File: src/rtl/mem_arb_pkg.sv
// Shared definitions for the external flash arbiter.
//   - Requester indices into the req/done/grant vectors.
//   - Memory mux select encodings driven on mem_sel.
//   - Arbiter FSM state encodings.
package mem_arb_pkg;

   localparam int unsigned NUM_REQ   = 3;
   localparam int unsigned REQ_CAM   = 0;
   localparam int unsigned REQ_READ  = 1;
   localparam int unsigned REQ_ERASE = 2;

   // Select codes match the requester indices; SEL_NONE parks the mux.
   typedef enum logic [1:0] {
      SEL_CAM   = 2'd0,
      SEL_READ  = 2'd1,
      SEL_ERASE = 2'd2,
      SEL_NONE  = 2'd3
   } mem_sel_e;

   typedef enum logic [1:0] {
      StIdle   = 2'd0,
      StActive = 2'd1,
      StGap    = 2'd2
   } arb_state_e;

endpackage

File: src/rtl/mem_arb_timeout_ctr.sv
// Per-grant hold-time counter for the flash arbiter.
// Ports:
//   clk_i      system clock, rising edge
//   rst_i      synchronous active-high reset
//   clr_i      force the count back to zero (has priority over en_i)
//   en_i       count one cycle
//   expired_o  high while enabled and the count sits at TIMEOUT_CYCLES-1
module mem_arb_timeout_ctr #(
   parameter int unsigned TIMEOUT_CYCLES = 10_000_000,
   parameter int unsigned TO_W           = 24
) (
   input  logic clk_i,
   input  logic rst_i,
   input  logic clr_i,
   input  logic en_i,
   output logic expired_o
);

   localparam logic [TO_W-1:0] LastCount = TO_W'(TIMEOUT_CYCLES - 1);

   logic [TO_W-1:0] count_q, count_d;

   always_comb begin
      count_d = count_q;
      if (clr_i) begin
         count_d = '0;
      end else if (en_i) begin
         count_d = count_q + 1'b1;
      end
   end

   always_ff @(posedge clk_i) begin
      if (rst_i) begin
         count_q <= '0;
      end else begin
         count_q <= count_d;
      end
   end

   // The owner is released on expiry, so the count never needs to wrap.
   assign expired_o = en_i && (count_q == LastCount);

endmodule

File: src/rtl/mem_access_arbiter.sv
// Grants the single external flash interface to one of three requesters
// (cam write, image read, erase), drives the memory mux select and revokes
// a grant whose owner holds it for TIMEOUT_CYCLES without pulsing done.
// Ports:
//   sysClk       system clock, rising edge
//   rst          synchronous active-high reset
//   req[2:0]     level requests: [0] cam write, [1] img read, [2] erase
//   done[2:0]    one-cycle pulse from the current owner ending its access
//   grant[2:0]   one-hot ownership, or zero
//   mem_sel[1:0] mux select: 0 cam, 1 read, 2 erase, 3 none
//   arb_busy     high while any grant is held
//   timeout_err  one-cycle pulse when a grant is revoked by timeout
//   timeout_id   index of the last timed-out owner, held until the next one
module mem_access_arbiter
   import mem_arb_pkg::*;
#(
   parameter int unsigned TIMEOUT_CYCLES = 10_000_000,
   parameter int unsigned TO_W           = 24
) (
   input  logic       sysClk,
   input  logic       rst,
   input  logic [2:0] req,
   input  logic [2:0] done,
   output logic [2:0] grant,
   output logic [1:0] mem_sel,
   output logic       arb_busy,
   output logic       timeout_err,
   output logic [1:0] timeout_id
);

   arb_state_e state_q, state_d;
   logic [2:0] grant_q, grant_d;
   mem_sel_e   mem_sel_q, mem_sel_d;
   logic       rr_q, rr_d;
   logic       to_err_q, to_err_d;
   logic [1:0] to_id_q, to_id_d;

   logic       active;
   logic       owner_done;
   logic       expired;

   // Arbitration result for an IDLE/GAP cycle.
   logic [2:0] win_grant;
   mem_sel_e   win_sel;
   logic       win_rr;

   assign active     = (state_q == StActive);
   // Only the owner's done bit counts; grant_q masks everyone else.
   assign owner_done = |(done & grant_q);

   mem_arb_timeout_ctr #(
      .TIMEOUT_CYCLES(TIMEOUT_CYCLES),
      .TO_W          (TO_W)
   ) u_timeout_ctr (
      .clk_i    (sysClk),
      .rst_i    (rst),
      .clr_i    (!active),
      .en_i     (active),
      .expired_o(expired)
   );

   // Cam write has absolute priority; read and erase share via rr.
   always_comb begin
      win_grant = '0;
      win_sel   = SEL_NONE;
      win_rr    = rr_q;
      if (req[REQ_CAM]) begin
         win_grant[REQ_CAM] = 1'b1;
         win_sel            = SEL_CAM;
      end else if (req[REQ_READ] && (!req[REQ_ERASE] || !rr_q)) begin
         win_grant[REQ_READ] = 1'b1;
         win_sel             = SEL_READ;
         win_rr              = 1'b1;
      end else if (req[REQ_ERASE]) begin
         win_grant[REQ_ERASE] = 1'b1;
         win_sel              = SEL_ERASE;
         win_rr               = 1'b0;
      end
   end

   // State register and registered outputs.
   always_ff @(posedge sysClk) begin
      if (rst) begin
         state_q   <= StIdle;
         grant_q   <= '0;
         mem_sel_q <= SEL_NONE;
         rr_q      <= 1'b0;
         to_err_q  <= 1'b0;
         to_id_q   <= '0;
      end else begin
         state_q   <= state_d;
         grant_q   <= grant_d;
         mem_sel_q <= mem_sel_d;
         rr_q      <= rr_d;
         to_err_q  <= to_err_d;
         to_id_q   <= to_id_d;
      end
   end

   // Next-state logic.
   always_comb begin
      state_d = state_q;
      unique case (state_q)
         StIdle, StGap: state_d = (|req) ? StActive : StIdle;
         StActive:      state_d = (owner_done || expired) ? StGap : StActive;
         default:       state_d = StIdle;
      endcase
   end

   // Next values of the registered outputs.
   always_comb begin
      grant_d   = grant_q;
      mem_sel_d = mem_sel_q;
      rr_d      = rr_q;
      to_err_d  = 1'b0;
      to_id_d   = to_id_q;
      unique case (state_q)
         StIdle, StGap: begin
            grant_d   = win_grant;
            mem_sel_d = win_sel;
            rr_d      = win_rr;
         end
         StActive: begin
            // done beats a same-cycle expiry and suppresses the error pulse.
            if (owner_done) begin
               grant_d   = '0;
               mem_sel_d = SEL_NONE;
            end else if (expired) begin
               grant_d   = '0;
               mem_sel_d = SEL_NONE;
               to_err_d  = 1'b1;
               // Select codes equal requester indices.
               to_id_d   = mem_sel_q;
            end
         end
         default: begin
            grant_d   = '0;
            mem_sel_d = SEL_NONE;
         end
      endcase
   end

   assign grant       = grant_q;
   assign mem_sel     = mem_sel_q;
   assign arb_busy    = |grant_q;
   assign timeout_err = to_err_q;
   assign timeout_id  = to_id_q;

endmodule
File: config.mk
export PLATFORM = sky130hd
export DESIGN_NAME = mem_access_arbiter
export DESIGN_NICKNAME = d
export VERILOG_FILES = /design/src/rtl/mem_arb_pkg.sv /design/src/rtl/mem_arb_timeout_ctr.sv /design/src/rtl/mem_access_arbiter.sv
export SDC_FILE = /design/constraint.sdc
export NUM_CORES = 1
export LEC_CHECK = 0
export ABC_CLOCK_PERIOD_IN_PS = 1750
export CORE_MARGIN = 3
export CORE_UTILIZATION = 49
export CTS_CLUSTER_DIAMETER = 80
export DETAILED_ROUTE_END_ITERATION = 8
export DONT_BUFFER_PORTS = 1
export HOLD_SLACK_MARGIN = 0.1
export PLACE_DENSITY = 0.7
export SLEW_MARGIN = 20
export SYNTH_ARGS = -nofsm -noshare
export SYNTH_HDL_FRONTEND = slang
export SYNTH_SLANG_ARGS = --single-unit
File: constraint.sdc
create_clock -name sysClk -period 1.75 [get_ports sysClk]
set_input_delay 0.525 -clock sysClk [delete_from_list [all_inputs] [get_ports sysClk]]
set_output_delay 0.525 -clock sysClk [all_outputs]
set_load 0.005 [all_outputs]
== Yosys cells after proc, flatten, opt, wreduce, memory -nomap -nowiden ==
Cells that the tools add are included.
Cells by class
  add/sub/neg operators: 1
  equal/unequal tests: 4
  muxes and demuxes: 20
  bitwise gates (word level): 4
  reduce and logical (&&, ||, !) cells: 16
Operator list (count)
  $add A24 B1 Y24 const B: 1
  $eq A24 B24 Y1 const B: 1
  $mux W2: 6
  $mux W1: 9
  $reduce_or A3 Y1: 3
  $pmux W2 S2: 2
  $mux W3: 2
  $pmux W3 S2: 1
  $reduce_and A3 Y1: 2
  $reduce_or A5 Y1: 1
  $reduce_or A2 Y1: 2
  $and A3 B3 Y3: 1
  $ne A3 B3 Y1 const B: 1
  $not A1 Y1: 3
  $eq A2 B1 Y1 const B: 1
  $eq A2 B2 Y1 const B: 1
  $logic_and A1 B1 Y1: 2
  $logic_not A1 Y1: 2
  $logic_not A2 Y1: 1
  $logic_or A1 B1 Y1: 2
  $reduce_bool A2 Y1: 1
Word-level totals
  register bits after elaboration: 35
  input bits: 8
  output and inout port bits: 9
  logic and storage cells: 52

== Logic depth before layout (Yosys ltp) ==
  depth in word-level cells: 6
  depth in mapped cells: 6
  depth with buffers taken out: 5

== Modules after synthesis ==
From an unflattened synthesis, not the netlist that was laid out.
Second synthesis, totals
  cells, all modules: 182
  area total of the unflattened synthesis: 1616.6 µm²
Modules (own cells, without submodules)
  mem_arb_timeout_ctr: instances 1, cells an instance 134, area each 1168.6 µm², seq. area each 480.5 µm²
  mem_access_arbiter: instances 1, cells an instance 48, area each 447.9 µm², seq. area each 220.2 µm²

== Worst setup path before layout ==
Ideal clock, no wire load.
  path type: in2reg
  start point: input done[0]
  end point: register to_id_q[0] (netlist: timeout_id[0])
  library setup time: 72 ps
  arrival time: 1722 ps
  path slack: -44 ps
  stages: 4
  buffers on the path: 0
  path through: a222oi_1 nand2_1 nor3_2 mux2i_1
Between the ends
  word-level cells in the longest chain between the ends: 4
RTL lines
  start: declaration: RTL line mem_access_arbiter.sv:23  | input logic [2:0] done,
  $and A3 B3 Y3: RTL line mem_access_arbiter.sv:49  | assign owner_done = |(done & grant_q);
  $reduce_or A3 Y1: RTL line mem_access_arbiter.sv:49
  $not A1 Y1 (no source line)
  $reduce_and A3 Y1 (no source line)
  end signal: assignment: RTL line mem_access_arbiter.sv:96  | to_id_q <= to_id_d;
  end: declaration: RTL line mem_access_arbiter.sv:36  | logic [1:0] to_id_q, to_id_d;
Every way passes these cells.
A chain may end at the register's enable or synchronous reset.

== Final worst setup path ==
  start point: register grant_q[2] (netlist: grant[2])
  end point: output arb_busy
Between the ends
  word-level cells in the longest chain between the ends: 1
RTL lines
  start: declaration: RTL line mem_access_arbiter.sv:32  | logic [2:0] grant_q, grant_d;
  start signal: assignment: RTL line mem_access_arbiter.sv:92  | grant_q <= grant_d;
  $reduce_or A3 Y1: RTL line mem_access_arbiter.sv:145  | assign arb_busy = |grant_q;
  end: declaration: RTL line mem_access_arbiter.sv:26  | output logic arb_busy,
Every way passes these cells.

==> key figures <==
Synth
  – Syn_area_per_cell: 8.931 µm²
  – Yosys top cell area share: 41.51%
  – Yosys top cell by area: dfxtp_1
  – Synth warn: 0
  – Syn Std Cell Area: 0.001688 mm²
  – Cells after Synth: 189
  – Synth Flop Type: dfxtp_1
  – FF+latch count, synth: 35
  – XOR/XNOR share of the synthesized area: 5.189%
  – Number of synthesized flops with an enable pin: 0
  – Ys async rst share: 0%
  – Post-synthesis simple-gate area fraction: 29.06%
  – Largest family of logic cells by synthesized area: simple AND/OR/NAND/NOR gates
  – Sequential area share after synthesis: 41.51%
  – Most instantiated cells after synthesis: dfxtp_1 (35), a21oi_1 (15), nor2_1 (15)
  – Count leader, synth: dfxtp_1
  – Synth Area in Compound Gates: 16.09%
  – Post-synth cell types: 40
  – Post-Synth Adder-Cell Area: 0.7413%
  – Mapped Nets: 198
  – Mux share of post-synthesis cell area: 1.186%
  – Most area-consuming cells after synthesis: dfxtp_1 (42%), a21oi_1 (4.4%), nand4_1 (3.7%)

Layout
  – Footprint of the multi-input gates: 885.9 µm²
  – Area grow syn2layout: 8.228%
  – Fillers: 307
  – ANT cells: 0
  – Sequential Area: 701.9 µm²
  – Final net count: 209
  – Ratio of cells with drive above 1 in the final layout: 16.42%

Power
  – Leak: 0.6543 nW
  – Power Density: 770.2 mW/mm²
  – Total power: 1.407 mW
  – Worst VDD drop: 0.0005183 V

Floorplanning
  – Initial Utilization: 53.11%
  – Core Region: 0.003178 mm²
  – Die width: 64.69 µm
  – Row count: 20
  – Die height: 64.69 µm
  – Top-level I/O count: 17
  – Die area: 0.004185 mm²

Timing
  – Final Max Tran Viols: 0
  – Worst-case clock skew: 0.01006 ns
  – Rel. slew slack: 74.78%
  – Final worst slack: 0.1100 ns
  – Setup TNS: 0 ns
  – Endpoints failing setup: 0
  – RSZ-0062 raised after global routing: false
  – Actual slew at the worst max-slew pin: 0.3783 ns
  – Period utilization: 93.71%
  – Final min period: 1.640 ns
  – Fin. Hold Viols: 0
  – Fmax: 609.8 MHz

Critical path
  – Family with the most delay on the worst path: simple AND/OR/NAND/NOR gates
  – CP peak stage delay: 0.40 ns
  – Slowest stage cell, crit path: or3_1
  – Worst EP arrival: 1.11 ns
  – Worst EP required: 1.22 ns
  – Crit Path Class: reg -> out
  – Critical path endpoint category: output pin
  – Critical-path cell list: or3_1
  – Crit path max fanout: 4
  – Crit path buf inv count: 0
  – Crit start category: flip-flop

Worst hold path
  – Hold Path Class: in -> reg

GRT
  – Met2 Usage GRT: 28.35%
  – Met3 GRT Util: 5.893%
  – M1 GR Usage: 21.21%
  – Antenna violations before repair: 0
  – First-pass GRT wire length: 5616 µm
  – Vias in the first global route: 1284
  – Pin count of the biggest net entering global routing: 15
  – Gr usage total: 17.49%
  – Total gr overflow: 0
  – Most crowded layer after global routing: met2

Drt
  – Drt via density: 5.873
  – DR pass1 iterations: 5
  – DRT iter0 DRCs: 127
  – ANT nets after route: 0
  – Wirelength per Cell: 13.90 µm
  – Routed WL: 3405 µm
  – Drt drc: 0
  – Vias: 1439

Clock network
  – Max clock buf depth: 2
  – # resized after CTS: 0
  – Root buffer cell: clkbuf_4
  – H-tree Lvls: 2
  – Worst-Skew Late Latency: 0.35 ns
  – # hold bufs at CTS: 0
  – Worst-path clk slew: 0.11 ns
  – CTS tree: yes
  – Total clock sinks: 35
  – Setup Buffers After CTS: 0
  – CTS buffer count: 5

Placed design
  – Post-place setup slack: 0.1066 ns
  – Post-DP HPWL: 2492 µm
  – Number of port buffers: 0
  – Gpl congestion: 0.8384

Job
  – Maxcap violations: 0

Run status
  – Outcome: complete, no violations
## state kept, by name, indices dropped and copies added, names as in the netlist
| name | count |
|---|---|
| grant | 3 |
| timeout_id | 2 |
| state_q | 2 |
| timeout_err | 1 |
| mem_sel | 2 |
| rr_q | 1 |
| u_timeout_ctr.count_q | 24 |
## report_power, final
part / internal (mW) / leakage (nW) / total, mW / switching, mW
logic: 0.0647 / 0.336 / 0.140 / 0.0749
clock network: 0.149 / 0.0347 / 0.427 / 0.277
registers: 0.820 / 0.284 / 0.841 / 0.0210
total: 1.03 / 0.654 / 1.41 / 0.373
## cells in the final DEF (no fill, tap or decap), types with 2 or more instances in the layout
cell,netlist,routed
a21o_1,3,3
a21oi_1,15,15
and2_1,3,2
and2_2,2,3
and3_1,4,4
and4_1,3,3
buf_4,2,15
clkbuf_4,0,5
clkinv_2,0,3
dfxtp_1,35,34
inv_1,5,5
mux2i_1,2,2
nand2_1,12,11
nand2b_1,6,6
nand3_1,5,5
nand4_1,10,10
nor2_1,15,15
nor2b_1,2,2
nor3_1,3,3
nor4b_1,3,3
o2111ai_1,5,5
o21ai_0,7,7
o31ai_1,5,5
or3_1,5,5
or4_1,5,5
xnor2_1,3,3
xor2_1,7,7
## logic make-up (layout without fill, tap and decap cells)
family / count (synthesis) / in the layout
AOI/OAI and AO/OA: 42 / 42
xor gates and xnor gates: 10 / 10
adders and majority gates: 1 / 1
buffers and inverters: 16 / 28
DFF: 35 / 35
muxes: 2 / 2
and+or+nand+nor: 83 / 83
## worst register-to-register path: stages (launching register included)
cell and delay [ns]:
dfxtp_1 0.42, and4_1 0.28, nand4_4 0.20, or4_1 0.53, a21oi_1 0.15
## metal layers
metal	vias to the layer above	share of wire, %
met5	-	0
met4	0	1.6
met3	8	5.2
met2	28	47
met1	678	46
li1	725	-
## final cells by class
type	instances	area share, %
clock inverters	3	0.8219
repair buffers	15	6.164
clock buffers	5	2.055
multi-input cells	138	48.49
well taps	44	3.014
inverters	5	1.027
flip-flops and latches	35	38.42
## metrics by stage
stage	utilization, %	area, µm²	hold slack [ns]	instances
floorplan	-	1688	0.4132	189
global placement	55.67	1769	0.4206	237
detailed placement	55.67	1769	0.4432	237
CTS	57.32	1822	0.2126	245
global route	57.48	1827	0.2015	245
finish	57.48	1827	0.2300	245
## path summary, 6_finish.rpt
check | depth (start not counted) | end | slack (ns) | start
min | 1 | grant[0] | 0.23 | rst
max reg2reg | 4 | u_timeout_ctr.count_q[22] | 0.11 | u_timeout_ctr.count_q[8]
max | 1 | arb_busy | 0.11 | grant[2]
min reg2reg | 1 | u_timeout_ctr.count_q[0] | 0.46 | u_timeout_ctr.count_q[0]
(Power assumes the default switching activity.)
